## src/rtl/bus_region_ctrl.sv

```systemverilog
// bus_region_ctrl: Z80-style bus-cycle controller.
// Decodes the address into NUM_REGIONS memory or IO regions and drives the
// active-low slave enables. Each access gets fixed per-region wait states,
// merged with the slave's own wait request. A runaway wait is aborted after
// TIMEOUT cycles. Decode misses, illegal cycles and timeouts are counted
// in a saturating error counter.
module bus_region_ctrl #(
   parameter int ADDR_WIDTH    = 16,
   parameter int NUM_REGIONS   = 4,
   parameter logic [NUM_REGIONS*ADDR_WIDTH-1:0] REGION_BASE =
      {16'h0010, 16'h0000, 16'h8000, 16'h0000},
   parameter logic [NUM_REGIONS*ADDR_WIDTH-1:0] REGION_MASK =
      {16'hFFF0, 16'hFFF0, 16'h8000, 16'h8000},
   parameter logic [NUM_REGIONS-1:0] REGION_IS_IO = 4'b1100,
   parameter logic [NUM_REGIONS*4-1:0] REGION_WAIT = {4'd3, 4'd2, 4'd1, 4'd0},
   parameter int TIMEOUT       = 255,
   parameter int ERR_CNT_WIDTH = 8,
   localparam int ID_W = (NUM_REGIONS > 1) ? $clog2(NUM_REGIONS) : 1
) (
   input  logic                     clk,
   input  logic                     reset,
   input  logic                     iorq_n,
   input  logic                     mreq_n,
   input  logic [ADDR_WIDTH-1:0]    addr,
   input  logic                     rd_n,
   input  logic                     wr_n,
   input  logic [NUM_REGIONS-1:0]   ext_wait_n,
   output logic [NUM_REGIONS-1:0]   en_n,
   output logic                     buswait_n,
   output logic [ID_W-1:0]          region_id,
   output logic                     bus_err,
   output logic [ERR_CNT_WIDTH-1:0] err_count
);

   localparam logic [1:0] ST_IDLE = 2'd0;
   localparam logic [1:0] ST_WAIT = 2'd1;
   localparam logic [1:0] ST_DONE = 2'd2;

   localparam logic [15:0] TMO = 16'(TIMEOUT);

   logic [NUM_REGIONS-1:0]   hit;
   logic                     illegal;
   logic                     strobe;
   logic                     win_valid;
   logic [ID_W-1:0]          win_id;
   logic [3:0]               win_wait;
   logic                     ext_cur;

   logic [1:0]               state_reg;
   logic                     buswait_reg;
   logic                     bus_err_reg;
   logic [ERR_CNT_WIDTH-1:0] err_count_reg;
   logic [ID_W-1:0]          region_id_reg;
   logic [3:0]               wait_cnt_reg;
   logic [15:0]              tmo_cnt_reg;

   assign illegal = ~iorq_n & ~mreq_n;
   assign strobe  = (~iorq_n | ~mreq_n) & (~rd_n | ~wr_n);

   // Per-region address match, qualified by the request type of that region
   generate
      for (genvar gi = 0; gi < NUM_REGIONS; gi++) begin : g_hit
         assign hit[gi] =
            (((addr ^ REGION_BASE[gi*ADDR_WIDTH +: ADDR_WIDTH]) &
              REGION_MASK[gi*ADDR_WIDTH +: ADDR_WIDTH]) == '0) &&
            (REGION_IS_IO[gi] ? ~iorq_n : ~mreq_n);
      end
   endgenerate

   // Priority select: lowest matching index wins; illegal cycles select nothing
   always_comb begin
      win_valid = 1'b0;
      win_id    = '0;
      for (int i = NUM_REGIONS - 1; i >= 0; i--) begin
         if (hit[i]) begin
            win_valid = 1'b1;
            win_id    = ID_W'(i);
         end
      end
      if (illegal) begin
         win_valid = 1'b0;
      end
   end

   assign win_wait = REGION_WAIT[win_id*4 +: 4];
   assign ext_cur  = ext_wait_n[region_id_reg];

   // Active-low enable for the winning region, forced off during reset
   always_comb begin
      en_n = '1;
      if (win_valid && !reset) begin
         en_n[win_id] = 1'b0;
      end
   end

   // Bus-cycle FSM: wait-state generation, timeout abort and error counting
   always_ff @(posedge clk) begin
      if (reset) begin
         state_reg     <= ST_IDLE;
         buswait_reg   <= 1'b1;
         bus_err_reg   <= 1'b0;
         err_count_reg <= '0;
         region_id_reg <= '0;
         wait_cnt_reg  <= '0;
         tmo_cnt_reg   <= '0;
      end else begin
         bus_err_reg <= 1'b0;
         case (state_reg)
            ST_IDLE: begin
               if (strobe) begin
                  if (!win_valid) begin
                     state_reg   <= ST_DONE;
                     bus_err_reg <= 1'b1;
                     if (err_count_reg != '1) begin
                        err_count_reg <= err_count_reg + 1'b1;
                     end
                  end else begin
                     region_id_reg <= win_id;
                     wait_cnt_reg  <= win_wait;
                     tmo_cnt_reg   <= '0;
                     if (win_wait != 4'd0 || !ext_wait_n[win_id]) begin
                        state_reg   <= ST_WAIT;
                        buswait_reg <= 1'b0;
                     end else begin
                        state_reg <= ST_DONE;
                     end
                  end
               end
            end
            ST_WAIT: begin
               if (!strobe) begin
                  // CPU gave up on the cycle: release quietly
                  state_reg   <= ST_IDLE;
                  buswait_reg <= 1'b1;
               end else if (wait_cnt_reg <= 4'd1 && ext_cur) begin
                  // This edge completes the fixed waits and the slave is ready
                  state_reg   <= ST_DONE;
                  buswait_reg <= 1'b1;
               end else if (tmo_cnt_reg + 16'd1 == TMO) begin
                  state_reg   <= ST_DONE;
                  buswait_reg <= 1'b1;
                  bus_err_reg <= 1'b1;
                  if (err_count_reg != '1) begin
                     err_count_reg <= err_count_reg + 1'b1;
                  end
               end else begin
                  if (wait_cnt_reg != 4'd0) begin
                     wait_cnt_reg <= wait_cnt_reg - 4'd1;
                  end
                  tmo_cnt_reg <= tmo_cnt_reg + 16'd1;
               end
            end
            ST_DONE: begin
               if (!strobe) begin
                  state_reg <= ST_IDLE;
               end
            end
            default: state_reg <= ST_IDLE;
         endcase
      end
   end

   assign buswait_n = buswait_reg;
   assign bus_err   = bus_err_reg;
   assign err_count = err_count_reg;
   assign region_id = region_id_reg;

endmodule

```

## config.mk

```make
export PLATFORM = sky130hd
export DESIGN_NAME = bus_region_ctrl
export DESIGN_NICKNAME = d
export VERILOG_FILES = /design/src/rtl/bus_region_ctrl.sv
export SDC_FILE = /design/constraint.sdc
export NUM_CORES = 1
export LEC_CHECK = 0
export BUFFER_PORTS_ARGS = -buffer_cell sky130_fd_sc_hd__buf_4
export CORE_MARGIN = 4
export CORE_UTILIZATION = 45
export DETAILED_ROUTE_END_ITERATION = 8
export PLACE_DENSITY = 0.76
export SLEW_MARGIN = 0
export SYNTH_ARGS = -nofsm -noshare
export SYNTH_HDL_FRONTEND = slang
export SYNTH_SLANG_ARGS = --single-unit
```

## constraint.sdc

```tcl
create_clock -name clk -period 4.9 [get_ports clk]
set_clock_uncertainty 0.1 [all_clocks]
set_input_delay 0.245 -clock clk [delete_from_list [all_inputs] [get_ports clk]]
set_output_delay 0.245 -clock clk [all_outputs]
set_load 0.03 [all_outputs]
```

## After elaboration in Yosys (flattened, before gate mapping)

Index checks and enable logic that the tools add are counted.

| word-level totals | value |
|---|---|
| bits of input ports | 26 |
| output and inout bits | 16 |
| register bits | 34 |
| logic and storage cells | 122 |

| cells by class | value |
|---|---|
| $lt $le $gt $ge | 4 |
| shift operators | 1 |
| bitwise logic cells | 11 |
| reductions and logical operators | 24 |
| mux-type cells | 57 |
| add/subtract/negate cells | 3 |
| equality and inequality tests | 15 |

Operators with widths:

| kind | number |
|---|---|
| two-way mux 16 bit | 5 |
| logical NOT 16 bit | 4 |
| two-way mux 8 bit | 6 |
| one-hot mux 16 bit (2 select lines) | 1 |
| two-way mux 4 bit | 7 |
| two-way mux 2 bit | 11 |
| inequality test 2 bit (second input constant) | 10 |
| two-way mux 1 bit | 19 |
| adder 16 x 1 -> 16 bit (second input constant) | 1 |
| == test 16 x 8 -> 1 bit (second input constant) | 1 |
| one-hot mux 8 bit (2 select lines) | 1 |
| indexed part select 16 x 5 -> 4 bit (first input constant) | 1 |
| AND reduction 6 bit | 2 |
| adder 8 x 1 -> 8 bit (second input constant) | 1 |
| inequality test 8 bit (second input constant) | 1 |
| one-hot mux 4 bit (2 select lines) | 1 |
| nonzero test 4 bit | 2 |
| logical AND 1 bit | 7 |
| AND reduction 7 bit | 1 |
| < comparator 2 x 3 -> 1 bit (second input constant) | 2 |
| inverter 1 bit | 6 |
| one-hot mux 2 bit (3 select lines) | 1 |
| AND reduction 3 bit | 2 |
| AND reduction 5 bit | 1 |
| 16 further kinds | 21 |

## Depth between registers and ports, before layout

Gate-level depths: netlist of the first run.

| logic depth | value |
|---|---|
| depth in word-level cells | 15 |
| gate-level depth with buffers | 9 |
| mapped depth without buffers | 8 |

## Worst setup path after synthesis of the first run

No wires, ideal clock.

| timing | value |
|---|---|
| path kind | reg-to-reg |
| start point | register tmo_cnt_reg[0] |
| end point | register buswait_reg (netlist: buswait_n) |
| required time | 4.678 ns |
| clock period less this slack | 2.680 ns |
| cell stages (with the launch flop) | 10 |
| arrival time | 2.458 ns |
| setup time | 0.122 ns |
| slack | 2.220 ns |
| buffers on the path | 1 |
| cells stage by stage | dfxtp_1 -> ha_1 -> nand4_1 -> or4_1 -> o211a_1 -> nand3b_1 -> o211ai_2 -> buf_4 -> nand2_1 -> a221o_1 |

| between the ends | value |
|---|---|
| cells in the longest elaborated chain, start to end | 4 |

RTL lines:

| element | RTL line | text |
|---|---|---|
| start: declaration | 55 | `logic [15:0] tmo_cnt_reg;` |
| start signal: assignment | 150 | `tmo_cnt_reg <= tmo_cnt_reg + 16'd1;` |
| adder 16 x 1 -> 16 bit | 139 | `end else if (tmo_cnt_reg + 16'd1 == TMO) begin` |
| == test 16 x 8 -> 1 bit | 139 |  |
| inequality test 4 bit (no source line) | n/a |  |
| AND reduction 5 bit (no source line) | n/a |  |
| end signal: assignment | 134 | `buswait_reg <= 1'b1;` |
| end signal: assignment | 138 | `buswait_reg <= 1'b1;` |
| end signal: assignment | 141 | `buswait_reg <= 1'b1;` |
| end: declaration | 50 | `logic buswait_reg;` |

No other way between the ends.
A chain may end at the register's enable or synchronous reset.

## Worst setup path after layout of the first run

| timing | value |
|---|---|
| start point | register tmo_cnt_reg[0] |
| end point | register tmo_cnt_reg[2] |

| between the ends | value |
|---|---|
| cells in the longest elaborated chain, start to end | 5 |
| elaborated cells between the ends (all ways) | 8 |
| classes of those cells | add/sub (1); eq/ne (2); mux (4); reduce/logical (1) |

RTL lines:

| element | RTL line |
|---|---|
| adder 16 x 1 -> 16 bit * | 139, 150 |
| parallel branches: the longest is 4 deep, another holds == test 16 x 8 -> 1 bit | n/a |

Every way passes the cells marked *. The select of a mux whose other input is x is not followed.

==> results of run 1 <==
cell usage after synthesis (2+ instances only):
master and instances:
a211oi_1 2, a21o_1 2, a21oi_1 22, a221o_1 5, a221oi_1 2, and3_1 2, and4_1 3, buf_2 3
clkbuf_1 7, dfxtp_1 34, ha_1 5, inv_1 5, nand2_1 31, nand2b_1 5, nand3_1 10, nand3b_1 3
nand4_1 7, nor2_1 25, nor2b_1 5, nor3_1 11, nor4_1 5, nor4b_1 2, o211a_1 2, o21ai_0 25
o31ai_1 3, or2_2 4, or3_1 10, or4_1 6, xnor2_1 5, xor2_1 2
final timing paths:
check                               start                           end  cells past startpoint  slack, ns
min                               addr[4]     region_id[0]$_SDFFE_PP0P_                      3       0.18
min reg2reg  tmo_cnt_reg[15]$_SDFFE_PP0P_  tmo_cnt_reg[15]$_SDFFE_PP0P_                      2       0.39
max           tmo_cnt_reg[0]$_SDFFE_PP0P_   tmo_cnt_reg[2]$_SDFFE_PP0P_                      8       1.52
max reg2reg   tmo_cnt_reg[0]$_SDFFE_PP0P_   tmo_cnt_reg[2]$_SDFFE_PP0P_                      8       1.52
layout make-up:
| cell class | instances | area [µm²] | area share, % |
|---|---|---|---|
| repair buffers | 37 | 278 | 10.8 |
| flip-flops and latches | 34 | 681 | 26.5 |
| multi-input cells | 226 | 1420 | 55.2 |
| well taps | 54 | 67.6 | 2.63 |
| clock inverters | 1 | 30.0 | 1.17 |
| clock buffers | 7 | 76.3 | 2.97 |
| inverters | 5 | 18.8 | 0.731 |
cell families (layout without fill, tap and decap cells):
group,count (synthesis),after routing,synth area share [%]
mux,2,2,1.49
xor+xnor,7,7,2.82
buf+inv,17,50,3.62
flops,34,34,31.3
compound gates,76,76,24.1
simple gates,136,136,33.9
fa+ha+maj,5,5,2.87
where the power goes:
part           internal, mW  switching [mW]  leakage [nW]
clock network         0.152           0.101        0.0524
registers             0.282         0.00663         0.275
logic                0.0317          0.0414         0.537
total                 0.465           0.149         0.864
worst register-to-register path, cell delays in order, from the launching register on:
cell	delay, ns
dfxtp_1	0.45
ha_1	0.31
nand4_1	0.27
or4_1	0.47
o211a_1	0.27
nand3b_1	0.25
o211ai_2	0.61
nor2_1	0.17
a221o_1	0.38
through the flow:
step                      hold slack (ns)  power, mW
final                               0.179      0.615
after global routing                0.205      0.644
after CTS                           0.167      0.623
after detailed placement            0.387      0.368
after global placement              0.372      0.366
after floorplan                     0.329      0.339
layer usage:
layer  vias up  share of wire (%)  wire [µm]
met5         -                  0          0
met2        41                 46       2280
met4         0                1.6         78
li1       1102                  -          -
met3         7                4.4        218
met1      1012                 49       2430
layout by cell type (no fill, tap or decap), types with 3 or more instances in the layout:
master    Yosys  layout
nand3_1      10      10
ha_1          5       5
or2_2         4       4
nand4_1       7       7
nor2_1       25      25
and4_1        3       3
a221o_1       5       5
dfxtp_1      34      34
a21oi_1      22      22
nor3_1       11      11
o31ai_1       3       3
clkbuf_8      0       5
nor4_1        5       5
buf_4         1      37
inv_1         5       5
o21ai_0      25      25
nand2_1      31      31
nand3b_1      3       3
or4_1         6       6
nand2b_1      5       5
nor2b_1       5       5
or3_1        10      10
xnor2_1       5       5
==> key figures, run 1 <==
Cells and area
  • Fin area: between 0.002 and 0.003 mm²
  • Filler cell count: about 460
  • P&R area growth vs syn: 18.0%
  • Final core occ: between 50 and 60%
  • Non-Filler Instances: approximately 360
  • Total Nets Final: 340
  • Max FFs per register: 16
  • Antenna diode count: 0
  • Layout cell share with drive strength beyond 1: 18.1%

CTS
  • Clk Latency, worst-skew pair: approximately 0.29 ns
  • H-tree Lvls: 2
  • Clock transition at path regs: ~0.070 ns
  • Max Root-Sink Buffers: 2
  • Clock Sinks: 34
  • CTS tree: done
  • Post-CTS Setup Bufs: 0
  • Root buf cell: clkbuf_8
  • CTS Hold Bufs: 0
  • PostCTS Resize Cnt: 0
  • TritonCTS Buffers: 5

Synth
  • Yosys reg bits: 34
  • Main synth FF type: dfxtp_1
  • Netlist Area Pre-Place: around 0.0022 mm²
  • Sequential-to-total area share from yosys stat: about 31%
  • Post-Syn Instances: 277
  • Area contributors post-synth: dfxtp_1, o21ai_0, nand2_1
  • Cell accounting for the most synthesized area: dfxtp_1
  • Synth cell types: 54
  • Post-synth EDFFs: 0
  • Mean area per synthesized cell: a little under 8 µm²
  • Ys Warns: 0
  • Async SR Flop Fraction: 0%
  • Yosys top cell area share: about 31%
  • Net count after synthesis: between 300 and 400

Setup path
  • Crit start category: flip-flop
  • CP required: roughly 5.0 ns
  • CP top delay family: compound AO/OA/AOI/OAI gates
  • Critical Path AT: 3.46 ns
  • Slowest cell delay on critical path: about 0.6 ns
  • Slowest cell on the critical path: o211ai_2
  • CP cell instances: ha_1 > nand4_1 > or4_1 > o211a_1 > nand3b_1 > o211ai_2 > nor2_1 > a221o_1
  • Critical-path maximum fanout: 16
  • Worst setup path class: reg2reg
  • WP buf/inv: 0
  • Crit. End Element: flip-flop

Route
  • Detailed Route Iter0 Violations: a little under 200
  • Vias post-DR: around 2200
  • Average routed wire per standard cell: 13.8 µm
  • Drt drc: 0
  • Via-to-Cell Ratio: between 5 and 6
  • Post-route ant nets: 0
  • Final WL: roughly 5000 µm
  • Drt pass-1 iters: 4

Timing
  • Tightest Pin Transition: 0.688 ns
  • Setup TNS: 0 ns
  • Final setup fails: 0
  • Slew HR: 54.0%
  • RSZ-0062 raised after global routing: false
  • Fmax: between 0.2 and 0.3 GHz
  • Max-slew violation count: 0
  • Post-route clock period utilization: roughly 70%
  • Min Clock Period, post-route: 3.38 ns
  • Final Hold Fails: 0
  • Final worst setup slack: about 1.5 ns

GRT
  • First-pass GRT wire length: 8810 µm
  • Total grt overflow: 0
  • Vias in the first global route: approximately 1900
  • Met3 Track Usage GR: ~4.2%
  • Pin count of the biggest net entering global routing: 40
  • GRT Util Overall: 17.6%
  • GR Layer Usage met1: between 20% and 30%
  • Layer with the highest usage: met2
  • Met2 Use GR: about 28%
  • Initial antenna violation count: 0

Placement
  • Post-Place Cell Area: around 0.0025 mm²
  • GPL Wtd Cong: roughly 0.81
  • HPWL after DPL: 3620 µm
  • IO buf count: 37
  • Pre-CTS worst setup slack: roughly 1.6 ns
  • Dpl cells: roughly 360

Power
  • PD cells: around 240 mW/mm²
  • LEAKAGE: about 0.86 nW
  • Maximum VDD drop: ~130 µV

Die
  • Initial Utilization: a little under half
  • Die Y-Extent: between 70 and 80 µm
  • Number of cell rows: 25
  • Ports: 42
  • Core footprint: 0.00469 mm²
  • Die X: between 70 and 80 µm
  • Die ar.: 0.00601 mm²

Min path
  • Hold Path Class: in2reg

Flow run
  • Max-cap violations: 0

Outcome
  • Status: finished, final reports clean
Power figures use the tool's default switching activity.
==> run 2: changes to the inputs <==
--- a/config.mk
+++ b/config.mk
@@ -9,7 +9,7 @@
 export CORE_MARGIN = 4
 export CORE_UTILIZATION = 45
 export DETAILED_ROUTE_END_ITERATION = 8
-export PLACE_DENSITY = 0.76
+export PLACE_DENSITY = 0.79
 export SLEW_MARGIN = 0
 export SYNTH_ARGS = -nofsm -noshare
 export SYNTH_HDL_FRONTEND = slang
==> constraint.sdc (replaced) <==
create_clock -name clk -period 3.1 [get_ports clk]
set_clock_uncertainty 0.1 [all_clocks]
set_input_delay 0.155 -clock clk [delete_from_list [all_inputs] [get_ports clk]]
set_output_delay 0.155 -clock clk [all_outputs]
set_load 0.03 [all_outputs]
==> run 2 against run 1 <==
  * Worst hold slack got worse by 0.086 ns
  * Critical path depth did not move
  * Final cell count rose by 3.8%
  * Critical path type unchanged
  * Fmax rose by 17%
  * Register-to-register slack got worse by 1.3 ns
  * Non-clock buffer count rose by 14
  * Setup slack got worse by 1.3 ns
  * Sequential share of layout area fell by 1.1 points
  * Global-route usage rose by 1.6 points
  * Via count rose by 5.8%
  * First-iteration DRC count rose by 6.7%
  * Total power rose by 60%
==> key figures, run 2 (synthesis gave the netlist of run 1 again) <==
Outcome
  • Status: finished, final reports clean

CTS
  • Root buf cell: clkbuf_8
  • H-tree Lvls: 2
  • CTS tree: done
  • Clock transition at path regs: approximately 0.070 ns
  • Max Root-Sink Buffers: 2
  • Post-CTS Setup Bufs: 0
  • Clock Sinks: 34
  • TritonCTS Buffers: 5
  • Clk Latency, worst-skew pair: between 0.2 and 0.3 ns

Timing
  • Min Clock Period, post-route: approximately 2.9 ns
  • Final setup fails: 0
  • Max-slew violation count: 0
  • RSZ-0062 raised after global routing: false
  • Tightest Pin Transition: approximately 0.6 ns
  • Setup TNS: 0 ns
  • Fmax: about 0.35 GHz
  • Final Hold Fails: 0
  • Post-route clock period utilization: around 93%
  • Slew HR: between 60% and 70%

GRT
  • Met3 Track Usage GR: roughly 3.9%
  • Pin count of the biggest net entering global routing: 40
  • GRT Util Overall: between 10% and 20%
  • Vias in the first global route: 2125
  • Met2 Use GR: 30.5%
  • First-pass GRT wire length: roughly 9500 µm
  • Total grt overflow: 0
  • Initial antenna violation count: 0
  • GR Layer Usage met1: ~25%
  • Layer with the highest usage: met2

Route
  • Average routed wire per standard cell: 14.8 µm
  • Via-to-Cell Ratio: slightly above 6
  • Drt pass-1 iters: 4
  • Post-route ant nets: 0
  • Detailed Route Iter0 Violations: about 200
  • Final WL: around 5600 µm
  • Vias post-DR: roughly 2300
  • Drt drc: 0

Setup path
  • Reg-to-Reg Start: tmo_cnt_reg[5]$_SDFFE_PP0P_
  • Worst Setup SP: tmo_cnt_reg[5]$_SDFFE_PP0P_
  • Critical Path AT: between 2 and 3 ns
  • Crit-path most repeated cell: o211ai_4
  • Levels on crit path: 8
  • Slowest cell on the critical path: or4_4
  • CP required: 3.18 ns
  • CP top delay family: compound AO/OA/AOI/OAI gates
  • Critical-path maximum fanout: 10
  • Crit. End Element: flip-flop
  • Worst setup path class: reg2reg
  • Slowest cell delay on critical path: roughly 0.55 ns
  • RR Endpoint: tmo_cnt_reg[12]$_SDFFE_PP0P_
  • Crit start category: flip-flop
  • WP buf/inv: 1
  • CP cell instances: nand2_1 > or4_4 > a2111oi_4 > o211ai_4 > o211ai_4 > buf_4 > nor3_1 > a221o_1
  • Setup crit end: tmo_cnt_reg[12]$_SDFFE_PP0P_
  • Reg2Reg Depth: 8
  • R2R Setup Slk: about 0.20 ns

Cells and area
  • Commonest non-fill, non-tap cell in the layout: buf_4
  • Final core occ: between 50% and 60%
  • Most frequent cells in the layout: buf_4, dfxtp_1, nand2_1
  • Antenna diode count: 0
  • Total Nets Final: around 350
  • Layout cell share with drive strength beyond 1: 22.8%
  • Max FFs per register: 16
  • P&R area growth vs syn: 23.4%

Power
  • Clock power frac: 41.4%
  • P_int: 0.734 mW
  • Switch share: around 25%
  • Gate power share: 12.3%
  • PD cells: ~370 mW/mm²
  • LEAKAGE: 0.934 nW
  • Register share of total power: ~46%
  • Maximum VDD drop: about 200 µV
  • P_sw: roughly 0.25 mW

Die
  • Initial Utilization: 46.4%
  • Ports: 42
  • Die Y-Extent: 77.6 µm
  • Die ar.: between 0.006 and 0.007 mm²
  • Die X: ~78 µm
  • Core footprint: ~0.0047 mm²
  • Number of cell rows: 25

Min path
  • Hold Path Class: in2reg
  • Worst Min Path Start: addr[4]

Placement
  • HPWL after DPL: slightly below 4000 µm
  • GPL Wtd Cong: between 0.8 and 0.9
  • IO buf count: 37

Flow run
  • Max-cap violations: 0
==> run 2: cell types whose count changed in the layout (fill, tap and decap cells not counted), sizes merged <==
cell / change
clkinv: +2
buf: +14
clkbuf: -2
==> run 2: worst min path at each step <==
stage                              endpoint  slack, ns  cells after the start
2_1_floorplan     region_id[0]$_SDFFE_PP0P_       0.24                      2
3_3_place_gp   tmo_cnt_reg[15]$_SDFFE_PP0P_       0.37                      2
3_5_place_dp   tmo_cnt_reg[15]$_SDFFE_PP0P_       0.38                      2
4_1_cts           region_id[0]$_SDFFE_PP0P_       0.09                      3
5_1_grt           region_id[0]$_SDFFE_PP0P_       0.08                      3
6_report          region_id[0]$_SDFFE_PP0P_       0.09                      3
==> run 2: area by class of cell <==
type | instances | area [µm²]
well taps | 54 | 67.6
multi-input cells | 226 | 1430
clock buffers | 5 | 68.8
flip-flops and latches | 34 | 682
repair buffers | 51 | 383
inverters | 5 | 18.8
clock inverters | 3 | 40.0
fillers | 418 | 2000
==> run 2: power groups by stage <==
stage	combinational (mW)	clock (mW)	sequential [mW]
6_report	0.121	0.407	0.456
5_1_grt	0.133	0.433	0.457
4_1_cts	0.119	0.413	0.455
3_5_place_dp	0.119	0	0.465
3_3_place_gp	0.116	0	0.465
2_1_floorplan	0.0624	0	0.474
==> run 2: what timing repair did <==
action / CTS / global route
gates resized for setup: 0 / 3
hold buffers: 0 / 0
hold endpoints to repair: 0 / 0
setup endpoints to repair: 0 / 10
==> run 2: worst register-to-register path: stages (launching register included) <==
cell and delay, ns:
dfxtp_1 0.45, nand2_1 0.13, or4_4 0.55, a2111oi_4 0.44
o211ai_4 0.19, o211ai_4 0.38, buf_4 0.22, nor3_1 0.05
a221o_1 0.27
==> run 2: stage by stage <==
stage               power [mW]  std cells  setup slack, ns  hold slack (ns)  area [µm²]
floorplan                0.536        277            0.420            0.239        2180
global placement         0.581        370            0.124            0.371        2570
detailed placement       0.584        370           0.0804            0.381        2570
CTS                      0.987        378           0.0715           0.0854        2680
global route              1.02        378           0.0219           0.0806        2690
finish                   0.983        378            0.202           0.0934        2690
==> run 2: routing by layer <==
metal | wire [µm] | vias up
li1 | - | 1129
met1 | 2550 | 1087
met4 | 102 | 0
met3 | 194 | 11
met2 | 2730 | 61
met5 | 0 | -
